File: config.mk
export PLATFORM = sky130hd
export DESIGN_NAME = serial_subtractor_ctrl_flat
export DESIGN_NICKNAME = d
export VERILOG_FILES = /design/src/rtl/serial_subtractor_ctrl_if.sv /design/src/rtl/serial_subtractor_ctrl.sv /design/src/flat_wrapper.sv
export SDC_FILE = /design/constraint.sdc
export NUM_CORES = 1
export LEC_CHECK = 0
export CORE_MARGIN = 3
export CORE_UTILIZATION = 46
export DETAILED_ROUTE_END_ITERATION = 7
export HOLD_SLACK_MARGIN = 0.05
export PLACE_DENSITY = 0.75
export SYNTH_ARGS = -nofsm -noshare
export SYNTH_HDL_FRONTEND = slang
export SYNTH_SLANG_ARGS = --single-unit
File: constraint.sdc
create_clock -name clk -period 1.11 [get_ports clk]
set_clock_uncertainty 0.05 [all_clocks]
set_input_delay 0.1665 -clock clk [delete_from_list [all_inputs] [get_ports clk]]
set_output_delay 0.1665 -clock clk [all_outputs]
set_load 0.02 [all_outputs]
File: src/rtl/serial_subtractor_ctrl_if.sv
// Request/result bundle between a requester and the bit-serial subtraction controller.
// The requester drives the operands and start; the controller returns busy/done/diff/bout.
interface serial_subtractor_ctrl_if #(
  parameter int WIDTH = 8
);
  logic             start;
  logic [WIDTH-1:0] a;
  logic [WIDTH-1:0] b;
  logic             bin;
  logic             busy;
  logic             done;
  logic [WIDTH-1:0] diff;
  logic             bout;

  modport master (
    output start, a, b, bin,
    input  busy, done, diff, bout
  );

  modport slave (
    input  start, a, b, bin,
    output busy, done, diff, bout
  );
endinterface

File: src/rtl/serial_subtractor_ctrl.sv
// Bit-serial WIDTH-bit subtractor: one full-subtractor cell stepped LSB-first,
// one bit per clock, with a one-cycle done pulse when diff/bout are valid.
//
// state | meaning
// IDLE  | waiting for start; operands captured on the accepting edge
// SHIFT | one operand bit per cycle through the cell, LSB first
// DONE  | diff/bout valid, done pulses for this single cycle
module serial_subtractor_ctrl #(
  parameter int WIDTH = 8
) (
  input logic               clk,
  input logic               rst_n,
  serial_subtractor_ctrl_if.slave sub
);

  localparam int CW = $clog2(WIDTH) + 1;

  localparam logic [1:0] IDLE  = 2'd0;
  localparam logic [1:0] SHIFT = 2'd1;
  localparam logic [1:0] DONE  = 2'd2;

  logic [1:0]       state;
  logic [WIDTH-1:0] a_sh;
  logic [WIDTH-1:0] b_sh;
  logic             brw;
  logic [CW-1:0]    cnt;
  logic [WIDTH-1:0] diff_q;
  logic             bout_q;
  logic             busy_q;
  logic             done_q;

  logic             d;
  logic             bo;
  logic             last;
  logic [WIDTH-1:0] diff_shift;

  // Full-subtractor cell
  assign d    = a_sh[0] ^ b_sh[0] ^ brw;
  assign bo   = (~a_sh[0] & b_sh[0]) | (~(a_sh[0] ^ b_sh[0]) & brw);
  assign last = (cnt == CW'(WIDTH - 1));

  // A one-bit result has nothing to shift down, so it is just the cell output.
  generate
    if (WIDTH == 1) begin : g_w1
      assign diff_shift = d;
    end else begin : g_wn
      assign diff_shift = {d, diff_q[WIDTH-1:1]};
    end
  endgenerate

  always_ff @(posedge clk or negedge rst_n) begin
    if (!rst_n) begin
      state  <= IDLE;
      a_sh   <= '0;
      b_sh   <= '0;
      brw    <= 1'b0;
      cnt    <= '0;
      diff_q <= '0;
      bout_q <= 1'b0;
      busy_q <= 1'b0;
      done_q <= 1'b0;
    end else begin
      case (state)
        IDLE: begin
          done_q <= 1'b0;
          if (sub.start) begin
            a_sh   <= sub.a;
            b_sh   <= sub.b;
            brw    <= sub.bin;
            cnt    <= '0;
            busy_q <= 1'b1;
            state  <= SHIFT;
          end
        end
        SHIFT: begin
          diff_q <= diff_shift;
          a_sh   <= a_sh >> 1;
          b_sh   <= b_sh >> 1;
          brw    <= bo;
          cnt    <= cnt + CW'(1);
          if (last) begin
            bout_q <= bo;
            done_q <= 1'b1;
            state  <= DONE;
          end
        end
        DONE: begin
          done_q <= 1'b0;
          busy_q <= 1'b0;
          state  <= IDLE;
        end
        default: begin
          done_q <= 1'b0;
          busy_q <= 1'b0;
          state  <= IDLE;
        end
      endcase
    end
  end

  assign sub.busy = busy_q;
  assign sub.done = done_q;
  assign sub.diff = diff_q;
  assign sub.bout = bout_q;

endmodule

File: src/flat_wrapper.sv
// flat-port wrapper written by rule: the top's interface ports become plain ports
module serial_subtractor_ctrl_flat 
#(
  parameter int WIDTH = 8
)
  (clk, rst_n, sub_start, sub_a, sub_b, sub_bin, sub_busy, sub_done, sub_diff, sub_bout);
  serial_subtractor_ctrl_if #(.WIDTH(WIDTH)) sub_i ();
  input logic clk;
  input logic rst_n;
  input wire logic [$bits(sub_i.start)-1:0] sub_start;
  input wire logic [$bits(sub_i.a)-1:0] sub_a;
  input wire logic [$bits(sub_i.b)-1:0] sub_b;
  input wire logic [$bits(sub_i.bin)-1:0] sub_bin;
  output wire logic [$bits(sub_i.busy)-1:0] sub_busy;
  output wire logic [$bits(sub_i.done)-1:0] sub_done;
  output wire logic [$bits(sub_i.diff)-1:0] sub_diff;
  output wire logic [$bits(sub_i.bout)-1:0] sub_bout;
  assign sub_i.start = sub_start;
  assign sub_i.a = sub_a;
  assign sub_i.b = sub_b;
  assign sub_i.bin = sub_bin;
  assign sub_busy = sub_i.busy;
  assign sub_done = sub_i.done;
  assign sub_diff = sub_i.diff;
  assign sub_bout = sub_i.bout;
  serial_subtractor_ctrl #(.WIDTH(WIDTH)) u_core (.clk(clk), .rst_n(rst_n), .sub(sub_i));
endmodule
==> summary.log <==
[placement] # port buffers 30
[worst_setup_path] category of the most critical setup path reg2reg
[worst_setup_path] required arrival time at the worst endpoint 1.34 ns
[logic_synthesis] cell types occupying the most area after synthesis sky130_fd_sc_hd__dfrtp_1 52%, sky130_fd_sc_hd__nand2_1 6.6%, sky130_fd_sc_hd__a22oi_1 6.4%
[power_and_ir_drop] overall power after layout 7260 uW
[global_route] vias in the first global route 1533
[logic_synthesis] cell with the most instances after synthesis sky130_fd_sc_hd__dfrtp_1
[route] detail-routed via count per cell 5.35
[global_route] first-pass GRT wire length 6790 um
[hold_path] HP Class in2async
[clocking] maximum clock insertion buffer count 2
[worst_setup_path] Max Fanout on Critical Path 3
[timing] Min Clock Period, post-route 1.25 ns
[timing] sum of negative setup slack -1.56 ns
[timing] share of the clock period used by the worst path 112%
[clocking] Hold Buf Count CTS 0
[worst_setup_path] worst reg-to-reg path cell count 4
[worst_setup_path] Worst setup endpoint u_core.sub.bout$_DFFE_PN0P_
[clocking] number of H-tree branching levels 2
[floorplanning] Core ar. 0.00339 mm^2
[global_route] total overflow reported by the global router 0
[logic_synthesis] number of distinct library cells after synthesis 29
[logic_synthesis] total nets after synthesis 187
[worst_setup_path] Reg-to-Reg Start u_core.cnt[1]$_DFFE_PN0P_
[placement] hpwl dp 2710 um
[global_route] pin count of the biggest net entering global routing 35
[power_and_ir_drop] switching power as a share of total power 38.3%
[worst_setup_path] CP arrival 1.48 ns
[job] Max Cap Violations 0
[placement] Final GP Congestion 0.772
[floorplanning] die boundary width 65.9 um
[clocking] TritonCTS buffer count 5
[finish] area added between synthesis and finish 53.1%
[outcome] run status finished, violations left
[floorplanning] number of top-level pins 31
[logic_synthesis] Post-Syn Instances 165
[logic_synthesis] Avg Synthesized Cell Area 10.0 um^2
[clocking] clock latency of the later-clocked register in the worst-skew pair 0.35 ns
[worst_setup_path] setup slack of the worst register-to-register path -0.14 ns
[timing] Max Transition Viols Final 0
[worst_setup_path] startpoint class of the critical path register
[logic_synthesis] cell type with the largest total area after synthesis sky130_fd_sc_hd__dfrtp_1
[route] count of nets left with antenna violations after detail routing 0
[route] number of iterations in the first detailed-routing pass 4
[power_and_ir_drop] logic gate share of total power 57.3%
[floorplanning] number of core rows 21
[timing] worst-margin pin slew 0.236 ns
[power_and_ir_drop] LEAKAGE 0.00115 uW
[route] routed length per instance 15.9 um
[outcome] violated checks negative setup slack
[route] number of design-rule violations left by the first detailed-router iteration 87
[floorplanning] Die H 65.9 um
[logic_synthesis] share of the synthesized area in the top cell type 51.6%
[timing] final hold violation count 0
[route] DR vias 1494
[timing] maximum achievable frequency 0.803 GHz
[timing] final setup violating endpoints 39
[worst_setup_path] Worst Setup SP u_core.cnt[1]$_DFFE_PN0P_
[logic_synthesis] cell types with the highest counts after synthesis 34 x sky130_fd_sc_hd__dfrtp_1, 29 x sky130_fd_sc_hd__nand2_1, 17 x sky130_fd_sc_hd__o21ai_1
[power_and_ir_drop] Peak supply drop 1800 uV
[logic_synthesis] sequential area share after synthesis 51.6%
[placement] pre-CTS setup slack -0.355 ns
[global_route] global-route total usage across every layer 20.8%
[timing] Max-slew headroom 84.2%
[power_and_ir_drop] P_int 4480 uW
[worst_setup_path] FF-to-FF End u_core.sub.bout$_DFFE_PN0P_
[logic_synthesis] total number of yosys warnings 0
[route] Post-route DRC 0
[floorplanning] die footprint 0.00434 mm^2
[clocking] clock sink count 34
[power_and_ir_drop] power density over the cells 2870 mW/mm^2
[logic_synthesis] ys async rst share 100%
[power_and_ir_drop] register share of total power 30.2%
[worst_setup_path] CP endpoint kind register
[route] final wirelength 4450 um
[logic_synthesis] Main synth FF type sky130_fd_sc_hd__dfrtp_1
[global_route] number of antenna violations at the first check in global routing 0
[finish] # diodes 0
[logic_synthesis] Post-Syn Area 0.00165 mm^2
[clocking] clock root buffer sky130_fd_sc_hd__clkbuf_4
[floorplanning] starting density of the core 48.7%
[finish] Final nets 254
[logic_synthesis] FF+latch count, synth 34
[finish] share of cells above drive strength 1 42.9%
[power_and_ir_drop] switching power 2780 uW
[timing] post-route setup slack -0.136 ns
[clocking] CTS tree built
[clocking] Clock Pin Slew Worst Setup and Hold Paths 0.10 ns
[power_and_ir_drop] clock share of power 12.4%
[timing] unrepaired setup endpoints after global routing yes
[logic_synthesis] number of flops mapped to enable cells by yosys 0
-- how the worst min path moves through the flow --
stage	startpoint	end	slack, ns	cells after the start
2_1_floorplan	rst_n	u_core.a_sh[0]$_DFFE_PN0P_	-0.18	0
3_3_place_gp	u_core.sub.diff[0]$_DFFE_PN0P_	u_core.sub.diff[0]$_DFFE_PN0P_	0.41	2
3_5_place_dp	u_core.sub.diff[0]$_DFFE_PN0P_	u_core.sub.diff[0]$_DFFE_PN0P_	0.42	2
4_1_cts	rst_n	u_core.a_sh[1]$_DFFE_PN0P_	0.15	2
5_1_grt	rst_n	u_core.a_sh[5]$_DFFE_PN0P_	0.14	2
6_report	rst_n	u_core.sub.diff[0]$_DFFE_PN0P_	0.13	2
-- power by group through the flow --
stage / combinational, uW / sequential, uW / clock, uW
after global routing: 4520 / 2250 / 993
after global placement: 3130 / 2100 / 0
final: 4160 / 2200 / 903
after detailed placement: 3280 / 2140 / 0
after floorplan: 1510 / 2350 / 0
after CTS: 3570 / 2160 / 899
-- cell type report --
cell class / instances / area [um^2]
fillers: 233 / 862
flip-flops and latches: 34 / 852
clock inverters: 1 / 30.0
inverters: 5 / 18.8
multi-input cells: 115 / 830
well taps: 46 / 57.6
clock buffers: 7 / 45.0
repair buffers: 71 / 694
-- worst max-delay path, stage by stage (launching register included) --
cell and delay [ns]:
sky130_fd_sc_hd__dfrtp_1 0.39, sky130_fd_sc_hd__ha_2 0.19, sky130_fd_sc_hd__and3b_2 0.23, sky130_fd_sc_hd__and2_4 0.15, sky130_fd_sc_hd__mux2i_1 0.16
-- per-layer routing --
layer	part of all wire (%)	GRT usage, %	vias up
met5	0	0	-
met4	2.5	7.77	0
met3	3.6	5.78	14
met2	53	36.5	34
met1	41	23.9	747
li1	-	-	699
-- registers in the layout (all words and copies together), names as in the netlist --
| name | count |
|---|---|
| u_core.b_sh | 8 |
| u_core.sub.bout | 1 |
| u_core.sub.done | 1 |
| u_core.a_sh | 8 |
| u_core.cnt | 4 |
| u_core.sub.busy | 1 |
| u_core.state | 2 |
| u_core.brw | 1 |
| u_core.sub.diff | 8 |
-- stage by stage --
step | instances | hold slack (ns) | instance area [um^2] | utilization [%]
floorplan | 165 | -0.179 | 1660 | -
global placement | 261 | 0.408 | 2190 | 64.7
detailed placement | 261 | 0.416 | 2190 | 64.7
CTS | 274 | 0.147 | 2370 | 69.9
global route | 279 | 0.137 | 2530 | 74.6
finish | 279 | 0.131 | 2530 | 74.6
-- kinds of logic (layout without fill, tap and decap cells) --
kind of cell | after synthesis | after routing | share of synthesized area [%]
compound gates | 57 | 57 | 23.4
fa+ha+maj | 2 | 2 | 1.97
buf+inv | 16 | 84 | 5.99
flops | 34 | 34 | 51.6
mux | 1 | 1 | 0.607
simple gates | 55 | 55 | 16.5
-- what timing repair did --
action	in CTS	in global routing
endpoints found under the setup margin	44	44
endpoints found under the hold margin	0	0
gates resized for setup	82	27
gates cloned	0	1
buffers inserted	5	5
pin swaps	6	25
-- cell usage in the layout (no fill, tap or decap), drive strengths merged --
cell           Yosys  layout
clkbuf             1       8
o21bai             1       1
a22oi             14      14
dfrtp             34      34
mux2i              1       1
nand3              2       2
and3b              1       1
o21ai             19      19
nand2b             1       1
a22o               1       1
nand2             29      29
fa                 1       1
nor2               3       3
clkdlybuf4s50      0      19
nor2b             17      17
a21oi             18      18
o311ai             1       1
inv                5       5
buf               10      51
nor3b              1       1
and2               1       1
ha                 1       1
bufinv             0       1
a2bb2oi            3       3
No activity file was read; power rests on OpenSTA's default activity.
